## config.mk

```make
export PLATFORM = sky130hd
export DESIGN_NAME = zvn_flag_gen
export DESIGN_NICKNAME = d
export VERILOG_FILES = /design/src/rtl/zvn_flag_gen.sv
export SDC_FILE = /design/constraint.sdc
export NUM_CORES = 1
export LEC_CHECK = 0
export ABC_AREA = 1
export CAP_MARGIN = 20
export CORE_ASPECT_RATIO = 2
export CORE_MARGIN = 4
export CORE_UTILIZATION = 40
export DETAILED_ROUTE_END_ITERATION = 16
export GPL_TIMING_DRIVEN = 1
export PLACE_DENSITY_LB_ADDON = 0.1
export SLEW_MARGIN = 20
export SYNTH_ARGS = -nofsm -noshare
export SYNTH_HDL_FRONTEND = slang
export SYNTH_SLANG_ARGS = --single-unit
```

## constraint.sdc

```tcl
create_clock -name clk -period 4.5 [get_ports clk]
set_clock_uncertainty 0.15 [all_clocks]
set_input_delay 0.9 -clock clk [delete_from_list [all_inputs] [get_ports clk]]
set_output_delay 0.9 -clock clk [all_outputs]
set_load 0.02 [all_outputs]
```

## src/rtl/zvn_flag_gen.sv

```systemverilog
// +----------------------------------------------------------------------------+
// | zvn_flag_gen : digit-serial add/subtract producing result and z/v/n flags.  |
// | Optional ZVN_CARRY_OUT_EN adds the carry-out flag port c.                   |
// | Revision: 1.0                                                               |
// +----------------------------------------------------------------------------+
`default_nettype none

module zvn_flag_gen #(
  parameter int WIDTH = 32,
  parameter int DIGIT = 8
) (
  input  logic             clk,
  input  logic             reset_n,
  input  logic             start_valid,
  output logic             start_ready,
  input  logic             op_sub,
  input  logic [WIDTH-1:0] a,
  input  logic [WIDTH-1:0] b,
  output logic             flags_valid,
  input  logic             flags_ready,
  output logic [WIDTH-1:0] result,
  output logic             z,
  output logic             v,
`ifdef ZVN_CARRY_OUT_EN
  output logic             n,
  output logic             c
`else
  output logic             n
`endif
);

  localparam int NDIG  = WIDTH / DIGIT;
  localparam int CNT_W = (NDIG > 1) ? $clog2(NDIG) : 1;
  localparam logic [CNT_W-1:0] C_LAST = CNT_W'(NDIG - 1);

  typedef enum logic [1:0] {
    S_IDLE = 2'd0,
    S_RUN  = 2'd1,
    S_DONE = 2'd2
  } state_t;

  state_t           r_state;
  logic [WIDTH-1:0] r_a;
  logic [WIDTH-1:0] r_b;
  logic [WIDTH-1:0] r_acc;
  logic [CNT_W-1:0] r_cnt;
  logic             r_carry;
  logic             r_zacc;

  logic [DIGIT-1:0] w_a_dig;
  logic [DIGIT-1:0] w_b_dig;
  logic [DIGIT-1:0] w_sum;
  logic             w_cout;
  logic             w_zacc_nxt;
  logic             w_cin_msb;
  logic [WIDTH-1:0] w_acc_nxt;
  logic             w_accept;

  // Operand registers shift right each RUN cycle, so the active digit is always the low one.
  assign w_a_dig           = r_a[DIGIT-1:0];
  assign w_b_dig           = r_b[DIGIT-1:0];
  assign {w_cout, w_sum}   = {1'b0, w_a_dig} + {1'b0, w_b_dig} + {{DIGIT{1'b0}}, r_carry};
  assign w_zacc_nxt        = r_zacc & (w_sum == '0);
  assign w_cin_msb         = w_sum[DIGIT-1] ^ w_a_dig[DIGIT-1] ^ w_b_dig[DIGIT-1];

  generate
    if (NDIG > 1) begin : g_multi_digit
      assign w_acc_nxt = {w_sum, r_acc[WIDTH-1:DIGIT]};
    end else begin : g_single_digit
      assign w_acc_nxt = w_sum;
    end
  endgenerate

  assign flags_valid = (r_state == S_DONE);
  assign start_ready = (r_state == S_IDLE) || ((r_state == S_DONE) && flags_ready);
  assign w_accept    = start_valid && start_ready;

  always_ff @(posedge clk or negedge reset_n) begin
    if (!reset_n) begin
      r_state <= S_IDLE;
      r_a     <= '0;
      r_b     <= '0;
      r_acc   <= '0;
      r_cnt   <= '0;
      r_carry <= 1'b0;
      r_zacc  <= 1'b0;
      result  <= '0;
      z       <= 1'b0;
      v       <= 1'b0;
      n       <= 1'b0;
`ifdef ZVN_CARRY_OUT_EN
      c       <= 1'b0;
`endif
    end else begin
      case (r_state)
        S_IDLE, S_DONE: begin
          if (w_accept) begin
            // Subtraction is a + ~b + 1, the +1 entering as the initial carry.
            r_a     <= a;
            r_b     <= op_sub ? ~b : b;
            r_carry <= op_sub;
            r_cnt   <= '0;
            r_zacc  <= 1'b1;
            r_state <= S_RUN;
          end else if ((r_state == S_DONE) && flags_ready) begin
            r_state <= S_IDLE;
          end
        end
        S_RUN: begin
          r_a     <= r_a >> DIGIT;
          r_b     <= r_b >> DIGIT;
          r_acc   <= w_acc_nxt;
          r_carry <= w_cout;
          r_zacc  <= w_zacc_nxt;
          if (r_cnt == C_LAST) begin
            result  <= w_acc_nxt;
            z       <= w_zacc_nxt;
            n       <= w_sum[DIGIT-1];
            v       <= w_cin_msb ^ w_cout;
`ifdef ZVN_CARRY_OUT_EN
            c       <= w_cout;
`endif
            r_cnt   <= '0;
            r_state <= S_DONE;
          end else begin
            r_cnt   <= r_cnt + CNT_W'(1);
          end
        end
        default: r_state <= S_IDLE;
      endcase
    end
  end

endmodule

`default_nettype wire

```

==> impl_results.md <==
- Final setup vio count: 0
- Total Routed Length: 12.80 mm
- Critical Path RT: ~3.5 ns
- Hold Crit Class: input pin to asynchronous set/reset pin
- Post-route ant nets: 0
- PostCTS Resize Cnt: 0
- Tcrit/Tclk final: a little under three quarters
- Critical path data arrival time: 2.18 ns
- # diodes: 0
- Final setup margin: approximately 1.3 ns
- Outcome: complete, no violations
- Starting density of the core: 40.58%
- NumNets Final: roughly 780
- Slew Limit Fails: 0
- Setup TNS: 0 ns
- Met2 wire length: around 6.9 mm
- Hold-fix buffers, CTS: 0
- Die width: between 90 and 100 µm
- PortBufs: between 100 and 150
- Via count: approximately 4400
- Initial DRT Pass Iterations: 5
- Worst slew margin: between 30% and 40%
- Area Overhead vs Synth: 29.19%
- Clk slew on worst S/H paths: ~0.060 ns
- Critical path peak fanout: 2
- Measured slew at the worst slew-check pin: 0.9815 ns
- Total Routing Usage GR: about 17%
- Multi-input logic area: about 2200 µm²
- Vias/cell: between 4 and 5
- Largest area contributor in the netlist: dfrtp_1
- Synth cell types: 33
- Mapped Cells: 608
- Number of buffers added for setup after CTS: 0
- First-pass GRT wire length: 21.54 mm
- Clock sinks: ~130
- Crit path launch type: input pin
- Dpl hpwl: approximately 9.0 mm
- Register area: around 3200 µm²
- LEAKAGE: between 3 and 4 nW
- Peak supply drop: between 300 and 400 µV
- Setup CP Type: input pin to output pin
- Post-synthesis sequential area ratio: approximately 55%
- PwrDens: about 780 nW/µm²
- RePlAce Congestion: 0.8277
- Max Fclk: approximately 0.31 GHz
- Gr ovfl total: 0
- Post-Place Worst Slack: ~1.3 ns
- Row count: 62
- Drt drc: 0
- Full die area: roughly 17000 µm²
- Metal1 wirelength: roughly 5 mm
- Root Driver: clkbuf_16
- Post-Synthesis Cell Area: 5792 µm²
- Post-synthesis register bit count: about 130
- CP endpoint kind: output pin
- Highest Signal Layer: met4
- DIE HEIGHT: roughly 180 µm
- CTS buffer count: 17
- Largest net degree at the start of global routing: between 50 and 60
- FILL cells: ~1400
- Layout cells sized above 1: about 8.4%
- IO Pins: roughly 110
- Worst-skew pair later-pin latency: about 0.40 ns
- CTS max path bufs: 2
- Post-synth top area share: between 50% and 60%
- Met3 routed WL: roughly 460 µm
- Vias in the first global route: approximately 4600
- Yosys Warn Count: 0
- Fin. Hold Viols: 0
- Synth area leaders: dfrtp_1 (55%), nand2_1 (11%), xnor2_1 (5.1%)
- Antenna violations before repair: 0
- CTS tree: yes
- Syn avg cell area: around 9.5 µm²
- CTS H-tree lvls: 4
- Placeable core area: around 14000 µm²
- Max Cap Viol: 0
- DR iter-0 viols: between 100 and 150
- Net Count, Synth: 687
- Routed length per instance: 14.11 µm
- Min Tclk post-route: around 3.2 ns
- RSZ-0062 raised after global routing: no
[state kept, by name, summed over array words and instances, names as in the netlist]
register,flops
r_acc,24
v,1
r_carry,1
r_b,32
r_state,2
result,32
z,1
r_zacc,1
r_a,32
r_cnt,2
[worst paths after layout]
path	from	to	slack (ns)	cells after the start
worst max-delay path	flags_ready	start_ready	1.27	4
worst min-delay path	reset_n	result[1]	0.30	1
worst max register to register	r_a[0]	z	2.15	10
min in group clk	result[3]	result[3]	0.32	2
worst min register to register	result[3]	result[3]	0.32	2
max in group asynchronous	reset_n	r_b[6]	2.99	2
[cell usage after synthesis]
cell type and number:
nor2_8 1, buf_2 19, o21ai_2 8, a21oi_2 1
a22o_1 9, a21oi_1 6, o211ai_1 23, nor2_2 2
nand3_2 1, nand3b_1 1, nand4_1 1, dfrtp_1 128
buf_4 3, nand2_2 3, nand3_1 12, ha_1 8
nand2_4 3, nor2_4 2, or2_1 1, xor2_1 2
o21ai_1 11, xnor2_1 34, o21ai_0 36, xor2_2 1
nand2_1 163, fa_1 2, inv_1 33, inv_2 4
o221ai_1 2, nor2_1 51, clkbuf_1 6, buf_6 6
o22ai_1 25
[layout make-up]
class                   count  share of cell area [%]
multi-input cells         409                   29.97
clock inverters            11                   1.873
flip-flops and latches    128                   42.81
repair buffers            109                   14.40
inverters                  37                   1.856
clock buffers              21                   5.886
well taps                 192                   3.211
[layer usage]
| metal | vias up | GRT usage [%] |
|---|---|---|
| li1 | 2183 | - |
| met1 | 2098 | 17.96 |
| met2 | 89 | 30.03 |
| met3 | 19 | 3.546 |
| met4 | 0 | 8.073 |
| met5 | - | 0 |
[layout by cell type, fill, tap and decap left out, types with 3 or more instances in the layout]
master,synthesis,routed
nand2_4,3,3
nor2_1,51,51
o22ai_1,25,25
o21ai_2,8,8
clkdlybuf4s50_1,0,103
clkinv_2,0,5
bufinv_16,0,3
dfrtp_1,128,128
clkbuf_16,0,17
inv_1,33,33
clkbuf_1,6,4
nand2_2,3,3
o21ai_0,36,36
nand3_1,12,12
inv_2,4,4
ha_1,8,8
xnor2_1,34,34
a21oi_1,6,6
o211ai_1,23,23
nand2_1,163,163
buf_4,3,4
a22o_1,9,9
o21ai_1,11,11
[stage by stage]
stage                     cell area, µm²  hold WS (ns)  power, mW  instances  utilization [%]
final                               7482        0.3050      5.832        907            52.42
after global routing                7482        0.3334      6.334        907            52.42
after CTS                           7482        0.3177      5.920        907            52.42
after detailed placement            6902        0.3081      4.559        875            48.35
after global placement              6902        0.3018      4.471        875            48.35
after floorplan                     5792        0.2992      3.798        608                -
[kinds of logic (layout without fill, tap and decap cells)]
kind of cell               Yosys count  after routing  synth area share [%]
AOI/OAI and AO/OA                  121            121                 13.29
xor gates and xnor gates            37             37                 5.725
adders and majority gates           10             10                 2.420
buffers and inverters               71            178                 5.984
DFF                                128            128                 55.30
and+or+nand+nor                    241            241                 17.28
[critical path: stages]
cell and delay (ns):
clkdlybuf4s50_1 0.50, nor2_4 0.06, nor2_4 0.10, clkdlybuf4s50_1 0.61
[power by group]
part / internal [mW] / leakage [nW] / switching (mW)
Clock: 0.867 / 0.285 / 0.474
Sequential: 1.68 / 1.61 / 0.295
Combinational: 0.991 / 1.47 / 1.52
Note: power is estimated with default switching activity, not from simulation.
